### config.mk
export PLATFORM = sky130hd
export DESIGN_NAME = freq_tone_gen
export DESIGN_NICKNAME = d
export VERILOG_FILES = /design/src/rtl/freq_tone_gen.sv
export SDC_FILE = /design/constraint.sdc
export NUM_CORES = 1
export LEC_CHECK = 0
export BUFFER_PORTS_ARGS = -buffer_cell sky130_fd_sc_hd__buf_2
export CAP_MARGIN = 0
export CORE_ASPECT_RATIO = 0.9
export CORE_UTILIZATION = 65
export CTS_BUF_LIST = sky130_fd_sc_hd__clkbuf_4 sky130_fd_sc_hd__clkbuf_8
export DETAILED_ROUTE_END_ITERATION = 6
export PLACE_DENSITY_LB_ADDON = 0.3
export SYNTH_ARGS = -nofsm -noshare
export SYNTH_HDL_FRONTEND = slang
export SYNTH_SLANG_ARGS = --single-unit
### constraint.sdc
create_clock -name CLK -period 7.37 [get_ports CLK]
set_clock_uncertainty 0.1 [all_clocks]
set_input_delay 0.3685 -clock CLK [delete_from_list [all_inputs] [get_ports CLK]]
set_output_delay 0.3685 -clock CLK [all_outputs]
set_load 0.05 [all_outputs]
### src/rtl/freq_tone_gen.sv
// Square-wave generator whose frequency rises linearly with a level code.
// Optional macro INPUT_SYNC_EN adds a two-stage input register before capture.
module freq_tone_gen #(
  parameter int unsigned CLOCK_FREQ = 50_000_000,
  parameter int unsigned LOW_FREQ   = 1_000,
  parameter int unsigned HIGH_FREQ  = 20_000_000,
  parameter int unsigned INPUT_BITS = 8
) (
  input  logic                  CLK,
  input  logic                  RST_N,
  input  logic [INPUT_BITS-1:0] INPUT_VALUE,
  output logic                  FREQ_OUT
);

  localparam int unsigned DW     = 32;
  localparam int unsigned IW     = 5;
  localparam int unsigned FSTEP  = (HIGH_FREQ - LOW_FREQ) / ((32'd1 << INPUT_BITS) - 32'd1);
  localparam int unsigned HP_RST = CLOCK_FREQ / (2 * LOW_FREQ);
  localparam int unsigned CW     = $clog2(HP_RST + 1);

  typedef enum logic [1:0] {S_IDLE, S_DIV, S_DONE} state_t;

  state_t state_q, state_d;
  logic   load_c, step_c, commit_c;

  logic [INPUT_BITS-1:0] v_src;
  logic [DW-1:0]         divisor_q, quot_q, rem_q;
  logic [IW-1:0]         iter_q;
  logic [DW-1:0]         f_c, divisor_c, diff_c;
  logic [DW:0]           rem_shift_c;
  logic                  ge_c;
  logic [CW-1:0]         hp_clamped_c;
  logic [CW-1:0]         hp_pending, hp_act, cnt;

`ifdef INPUT_SYNC_EN
  logic [INPUT_BITS-1:0] sync_q1, sync_q2;

  // Two-stage register on the level code before it is captured.
  always_ff @(posedge CLK or negedge RST_N) begin
    if (!RST_N) begin
      sync_q1 <= '0;
      sync_q2 <= '0;
    end else begin
      sync_q1 <= INPUT_VALUE;
      sync_q2 <= sync_q1;
    end
  end
  assign v_src = sync_q2;
`else
  assign v_src = INPUT_VALUE;
`endif

  assign f_c       = DW'(LOW_FREQ) + DW'(FSTEP) * DW'(v_src);
  assign divisor_c = f_c << 1;

  // One restoring-division step: shift in next dividend bit, subtract if it fits.
  assign rem_shift_c = {rem_q, quot_q[DW-1]};
  assign ge_c        = rem_shift_c >= {1'b0, divisor_q};
  assign diff_c      = rem_shift_c[DW-1:0] - divisor_q;

  always_comb begin
    hp_clamped_c = CW'(quot_q);
    if (quot_q == '0) begin
      hp_clamped_c = CW'(1);
    end else if (quot_q > DW'(HP_RST)) begin
      hp_clamped_c = CW'(HP_RST);
    end
  end

  always_ff @(posedge CLK or negedge RST_N) begin
    if (!RST_N) state_q <= S_IDLE;
    else        state_q <= state_d;
  end

  always_comb begin
    state_d = state_q;
    case (state_q)
      S_IDLE:  state_d = S_DIV;
      S_DIV:   if (iter_q == IW'(DW - 1)) state_d = S_DONE;
      S_DONE:  state_d = S_IDLE;
      default: state_d = S_IDLE;
    endcase
  end

  always_comb begin
    load_c   = 1'b0;
    step_c   = 1'b0;
    commit_c = 1'b0;
    case (state_q)
      S_IDLE:  load_c   = 1'b1;
      S_DIV:   step_c   = 1'b1;
      S_DONE:  commit_c = 1'b1;
      default: ;
    endcase
  end

  // Divider datapath; the quotient accumulates in place of the dividend.
  always_ff @(posedge CLK or negedge RST_N) begin
    if (!RST_N) begin
      divisor_q <= '0;
      quot_q    <= '0;
      rem_q     <= '0;
      iter_q    <= '0;
    end else if (load_c) begin
      divisor_q <= divisor_c;
      quot_q    <= DW'(CLOCK_FREQ);
      rem_q     <= '0;
      iter_q    <= '0;
    end else if (step_c) begin
      quot_q <= {quot_q[DW-2:0], ge_c};
      rem_q  <= ge_c ? diff_c : rem_shift_c[DW-1:0];
      iter_q <= iter_q + IW'(1);
    end
  end

  always_ff @(posedge CLK or negedge RST_N) begin
    if (!RST_N)        hp_pending <= CW'(HP_RST);
    else if (commit_c) hp_pending <= hp_clamped_c;
  end

  // New half-period is adopted only at a toggle, so levels are never truncated.
  always_ff @(posedge CLK or negedge RST_N) begin
    if (!RST_N) begin
      FREQ_OUT <= 1'b0;
      cnt      <= '0;
      hp_act   <= CW'(HP_RST);
    end else if (cnt == hp_act - CW'(1)) begin
      FREQ_OUT <= ~FREQ_OUT;
      cnt      <= '0;
      hp_act   <= hp_pending;
    end else begin
      cnt <= cnt + CW'(1);
    end
  end

endmodule

Yosys cells after proc, flatten, opt, wreduce, memory -nomap -nowiden

Index checks and enable logic that the tools add are counted.

Order comparisons: 2
Bitwise gates (word level): 1
Equal/unequal tests: 5
Add/sub/neg operators: 5
Multipliers: 1
Mux-type cells: 15
Reductions and logical operators: 3

Operator list:

| kind                   | number |
|---|---|
| $mux 32                | 5 |
| $mux 15                | 3 |
| $ge 33x32->1           | 1 |
| $gt 32x15->1 const B   | 1 |
| $logic_not 32->1       | 1 |
| $sub 32x32->32         | 1 |
| $add 10x25->26 const A | 1 |
| $mul 17x8->25 const A  | 1 |
| $add 15x1->15 const B  | 1 |
| $eq 15x15->1           | 1 |
| $sub 15x1->15 const B  | 1 |
| $mux 5                 | 2 |
| $add 5x1->5 const B    | 1 |
| $eq 5x5->1 const B     | 1 |
| $pmux 2 s2             | 1 |
| $mux 1                 | 3 |
| $eq 2x1->1 const B     | 1 |
| $eq 2x2->1 const B     | 1 |
| $logic_not 2->1        | 1 |
| $mux 2                 | 1 |
| $ne 2x2->1 const B     | 1 |
| $reduce_bool 2->1      | 1 |
| $not 1->1              | 1 |

Output and inout port bits: 1
Bits in registers: 148
Word-level logic and storage cells: 41

Logic depth before layout (Yosys ltp)

Gate-level depths: netlist of run 1.

Word-level depth: 4
Mapped depth: 17
Mapped depth without buffers: 17

Least setup slack after synthesis of run 1

No wires, ideal clock.

Kind: input port to flip-flop
Start: input port INPUT_VALUE[6]
End: register divisor_q[23]
Path slack: 3160 ps
Arrival time: 3979 ps
Buffers on the path: 0
Data required time: 7139 ps
Stages: 17
Setup time: 131 ps
Cell sequence: inv_1 > ha_1 > xnor2_1 > xor2_1 > fa_1 > inv_1 > fa_1 > inv_1 > ha_1 > o21a_1 > o21a_1 > nor2_1 > o31ai_1 > a21oi_1 > a211oi_1 > o21a_1 > o31ai_1

Longest elaborated chain between the ends: 2

RTL lines:

| element                | line | text |
|---|---|---|
| start: declaration     | 11   | `input logic [INPUT_BITS-1:0] INPUT_VALUE,` |
| $mul 17x8->25          | 53   | `assign f_c = DW'(LOW_FREQ) + DW'(FSTEP) * DW'(v_src);` |
| $add 10x25->26         | 53   |  |
| end signal: assignment | 105  | `divisor_q <= divisor_c;` |
| end: declaration       | 27   | `logic [DW-1:0] divisor_q, quot_q, rem_q;` |

Every way passes these cells.
A chain may end at the register's enable or synchronous reset.

Final worst setup path of run 1

Ends and elaborated chain as after synthesis.

==> impl_metrics.yaml, run 1 <==
route:
  drt_wl_total_um: 20800
  dr.pass1.iters: 5
  drt_iter0_markers: 574
  via_per_inst: 5.99
  drc: 0
  vias: 7691
  wl_per_cell_um: 16.2
  ant_nets: 0
power:
  ir_drop_mv: 0.156
  power.leakage_nw: 5.28
  total_power_w: 0.00266
  p_per_area_mw_per_mm2: 250
layout:
  final_cell_mix: "129 x dfrtp_1, 121 x inv_1, 97 x ha_1, 87 x nand2_1, 81 x o21ai_0"
  mostFrequentLayoutCell: "dfrtp_1"
  drive_gt1_frac: 0.0847
  area_delta_synth_final_pct: 5.80
  fin_nets: 1208
  antennaDiodeCount: 0
worst_setup_path:
  worstPathRequired_ns: 7.58
  worstSetupEndpointType: "flip-flop"
  crit_path_cell_trace: "buf_2, inv_1, ha_1, xnor2_1, xor2_1, fa_1, inv_1, fa_1, inv_1, ha_1, o21a_1, o21a_1, nor2_1, o31ai_1, a21oi_1, a211oi_1, o21a_1, o31ai_1"
  cpPeakStageDelay_ns: 0.64
  path_max_fanout: 11
  cp-start-kind: "input port"
  critPathKind: "input port to flip-flop"
  cp_slowest_cell: "o31ai_1"
  cp.arrival_ns: 4.77
synth:
  synthArstFlopShare: 1.00
  synthCells: 1072
  synthXorXnorAreaFrac: 0.0669
  ys_ff_latch: 142
  synth-edff-count: 0
  synthDistinctLibCells: 73
  synth.avg_cell_area_um2: 9.41
  seq_area_frac_synth: 0.354
  synthesis.area_mm2: 0.0101
  syn_nets: 1207
  synth_top_family_by_area: "compound AO/OA/AOI/OAI gates"
  synth_simple_gate_area_frac: 0.127
  synth_compound_area_frac: 0.178
  synth-main-ff-cell: "dfrtp_1"
  synthMuxAreaShare: 0.0380
  synth_fa_ha_area_frac: 0.176
  yosys_warnings: 0
cts:
  clk_pin_slew_ns: 0.07
  root_buffer: "clkbuf_8"
  cts_tree: "yes"
  clock-sinks: 142
  clock_latency_ns: 0.45
  cts_max_level: 4
  ctsLongestPathBuffers: 2
  cts_made_buffers: 17
  post-cts-setup-buffers: 0
  post_cts_resize_count: 0
  cts_hold_buf: 1
sta:
  finalCritPeriodShare: 0.619
  whs_ns: 0.235
  hold_violations: 0
  setup_viol: 0
  fmax_mhz: 219
  rsz0062_at_grt: "no"
  finalSetupTns_ns: 0
  period_needed_ns: 4.57
  slew_viol_final: 0
  worst_pin_slew_ns: 1.09
  relSlewSlack: 0.263
floorplan:
  die_y_um: 120
  rows: 42
  fp.dieArea_mm2: 0.0160
  die_w_um: 133
  coreArea_mm2: 0.0149
  io_pins: 11
  initial_core_util: 0.676
min_path:
  hp-class: "input port to flip-flop"
global_routing:
  grt_usage: 0.286
  grt.overflow.total: 0
  antenna_found_initial: 0
  first_global_vias: 7420
  grt_max_degree: 75
  grt_pass1_wl_um: 36500
place:
  globalplace.congestion: 0.880
  hpwlAfterDp_um: 15400
  port_buffers: 10
job:
  cap_violations: 0
outcome:
  status: "finished clean"
report_power, final:
group,switching (W),internal (W)
clock network,0.000307,0.000291
registers,0.0000504,0.000864
logic,0.000677,0.000475
registers in the layout, summed over array words and instances (netlist names):
register    cells
FREQ_OUT        1
quot_q         32
state_q         2
cnt            15
rem_q          32
iter_q          5
hp_pending     15
divisor_q      25
hp_act         15
area by class of cell:
type | instances | area (um^2)
multi-input cells | 774 | 5910
fillers | 1112 | 4250
flip-flops and latches | 142 | 3570
inverters | 121 | 454
clock buffers | 20 | 269
well taps | 198 | 248
clock inverters | 12 | 111
repair buffers | 17 | 111
synthesized netlist by cell type (all sizes together), types with 12 or more instances:
master | n | share of area
mux2 | 18 | 0.020
nand2 | 87 | 0.032
dfrtp | 130 | 0.32
nor3 | 20 | 0.0099
a22o | 30 | 0.026
o21ai | 84 | 0.042
mux2i | 18 | 0.018
dfstp | 12 | 0.031
clkbuf | 28 | 0.010
xnor2 | 46 | 0.040
inv | 121 | 0.045
nor2 | 58 | 0.022
a21o | 21 | 0.016
ha | 97 | 0.12
nand3 | 25 | 0.012
a21oi | 63 | 0.032
xor2 | 31 | 0.027
fa | 28 | 0.056
cell families after synthesis:
group / Yosys count
AO/OA/AOI/OAI: 272
adder cells (fa/ha/maj): 125
multiplexers: 36
AND/OR/NAND/NOR: 264
buffers and inverters: 156
XOR/XNOR: 77
flip-flops: 142
path summary, 6_finish.rpt:
| kind | from | endpoint | slack, ns | cells past startpoint |
|---|---|---|---|---|
| max | INPUT_VALUE[6] | divisor_q[23] | 2.80 | 18 |
| min in group asynchronous | RST_N | rem_q[20] | 0.36 | 2 |
| min | INPUT_VALUE[0] | divisor_q[1] | 0.23 | 3 |
| min reg2reg | FREQ_OUT | FREQ_OUT | 0.37 | 1 |
| max reg2reg | divisor_q[1] | rem_q[25] | 3.59 | 10 |
| max in group asynchronous | RST_N | state_q[1] | 5.46 | 3 |
metal layers:
| metal | GRT usage | up-vias | wire length (um) |
|---|---|---|---|
| li1 | - | 3757 | - |
| met5 | 0 | - | 0 |
| met3 | 0.0465 | 21 | 941 |
| met1 | 0.426 | 3735 | 10400 |
| met4 | 0.0732 | 0 | 253 |
| met2 | 0.437 | 178 | 9290 |
through the flow:
stage / area, um^2 / utilization / setup WS [ns] / std cells
final: 10700 / 0.715 / 2.80 / 1284
after global routing: 10700 / 0.715 / 2.40 / 1284
after CTS: 10700 / 0.715 / 2.81 / 1284
after detailed placement: 10300 / 0.689 / 2.37 / 1251
after global placement: 10300 / 0.689 / 2.52 / 1251
after floorplan: 10100 / - / 3.16 / 1072
critical path: cells and delay by family:
kind                       cells  cell delay [ns]
AOI/OAI and AO/OA              7             1.62
buffers and inverters          4             0.50
and+or+nand+nor                1             0.05
adders and majority gates      4             1.78
xor gates and xnor gates       2             0.44
No activity file was read; power rests on OpenSTA's default activity.
==> run 2: changes to the inputs <==
==> constraint.sdc (replaced) <==
create_clock -name CLK -period 4.7 [get_ports CLK]
set_clock_uncertainty 0.1 [all_clocks]
set_input_delay 0.235 -clock CLK [delete_from_list [all_inputs] [get_ports CLK]]
set_output_delay 0.235 -clock CLK [all_outputs]
set_load 0.05 [all_outputs]
==> impl_metrics.yaml, run 2 (synthesis results as in run 1) <==
worst_setup_path:
  cp-start-kind: "input port"
  cp.arrival_ns: 4.39
  worstPathRequired_ns: 4.96
  path_max_fanout: 5
  critPathKind: "input port to flip-flop"
  worstSetupEndpointType: "flip-flop"
job:
  cap_violations: 0
global_routing:
  grt_usage: 0.296
  antenna_found_initial: 0
  grt_max_degree: 102
  first_global_vias: 7507
  grt.overflow.total: 0
  grt_pass1_wl_um: 37600
cts:
  cts_tree: "yes"
  cts_hold_buf: 1
  clock-sinks: 142
  clock_latency_ns: 0.46
  ctsLongestPathBuffers: 2
  post_cts_resize_count: 0
  post-cts-setup-buffers: 0
  cts_made_buffers: 17
  clk_pin_slew_ns: 0.09
  cts_max_level: 4
  root_buffer: "clkbuf_8"
power:
  p_per_area_mw_per_mm2: 400
  ir_drop_mv: 0.275
  power.leakage_nw: 5.30
place:
  place_area_mm2: 0.0103
  pre_cts_ws_ns: 0.0460
  hpwlAfterDp_um: 16100
  globalplace.congestion: 0.873
  port_buffers: 10
layout:
  area_delta_synth_final_pct: 6.21
  antennaDiodeCount: 0
  drive_gt1_frac: 0.0856
  mostFrequentLayoutCell: "dfrtp_1"
  final_util: 0.718
  final_cell_mix: "129 x dfrtp_1, 121 x inv_1, 97 x ha_1, 87 x nand2_1, 81 x o21ai_0"
  top_regs: "quot_q: 32 flops, rem_q: 32 flops, divisor_q: 25 flops"
  fin_area_mm2: 0.0107
  fin_nets: 1209
route:
  drt_iter0_markers: 614
  wl_per_cell_um: 17.0
  dr.pass1.iters: 6
  ant_nets: 0
  via_per_inst: 6.05
  drc: 0
  vias: 7769
  drt_wl_total_um: 21900
floorplan:
  initial_core_util: 0.676
  io_pins: 11
  die_w_um: 133
  fp.dieArea_mm2: 0.0160
  die_y_um: 120
  rows: 42
  coreArea_mm2: 0.0149
sta:
  setup_viol: 0
  worst_pin_slew_ns: 1.08
  period_needed_ns: 4.13
  worst_slack_ns: 0.569
  finalSetupTns_ns: 0
  rsz0062_at_grt: "no"
  finalCritPeriodShare: 0.879
  hold_violations: 0
  relSlewSlack: 0.280
  fmax_mhz: 242
  slew_viol_final: 0
min_path:
  hp-class: "input port to flip-flop"
outcome:
  status: "finished clean"
[run 2: routing by layer]
layer / GRT usage / share of wire / vias up / routed length, um
li1: - / - / 3764 / -
met5: 0 / 0 / - / 0
met3: 0.0583 / 0.057 / 23 / 1240
met4: 0.0625 / 0.0087 / 0 / 191
met1: 0.441 / 0.49 / 3766 / 10700
met2: 0.447 / 0.45 / 216 / 9800
[run 2: worst max-delay path, stage by stage]
cell	delay, ns
buf_2	0.10
inv_1	0.08
ha_1	0.35
xnor2_1	0.31
xor2_1	0.16
fa_1	0.55
inv_1	0.05
fa_1	0.53
inv_1	0.04
ha_1	0.32
o21a_1	0.15
o21a_1	0.12
nor2_1	0.05
o31ai_1	0.60
a21oi_1	0.14
a211oi_1	0.29
nor3_1	0.07
o31ai_1	0.22
[run 2: worst paths after layout]
path / from / end / slack, ns / cells past startpoint
max: INPUT_VALUE[6] / divisor_q[23] / 0.57 / 18
max in group asynchronous: RST_N / state_q[1] / 3.01 / 3
min reg2reg: divisor_q[14] / divisor_q[14] / 0.39 / 2
min in group asynchronous: RST_N / rem_q[21] / 0.31 / 2
max reg2reg: divisor_q[1] / rem_q[28] / 0.88 / 10
min: INPUT_VALUE[0] / divisor_q[1] / 0.07 / 3
[run 2: power by group]
part           total, W  internal [W]  switching, W
registers       0.00144       0.00135     0.0000837
logic           0.00182      0.000744       0.00107
clock network   0.00103      0.000490      0.000544
[run 2: through the flow]
stage / total power [W] / hold WS (ns) / std cells
floorplan: 0.00282 / -0.161 / 1072
detailed placement: 0.00323 / 0.299 / 1252
CTS: 0.00428 / 0.0597 / 1285
global route: 0.00459 / 0.0788 / 1285
finish: 0.00429 / 0.0668 / 1285
global placement: 0.00320 / 0.297 / 1252
[run 2: layout make-up]
cell class / count / area [um^2]
well taps: 198 / 248
repair buffers: 18 / 119
clock buffers: 17 / 234
fillers: 1128 / 4210
inverters: 121 / 454
clock inverters: 15 / 180
multi-input cells: 774 / 5910
flip-flops and latches: 142 / 3570
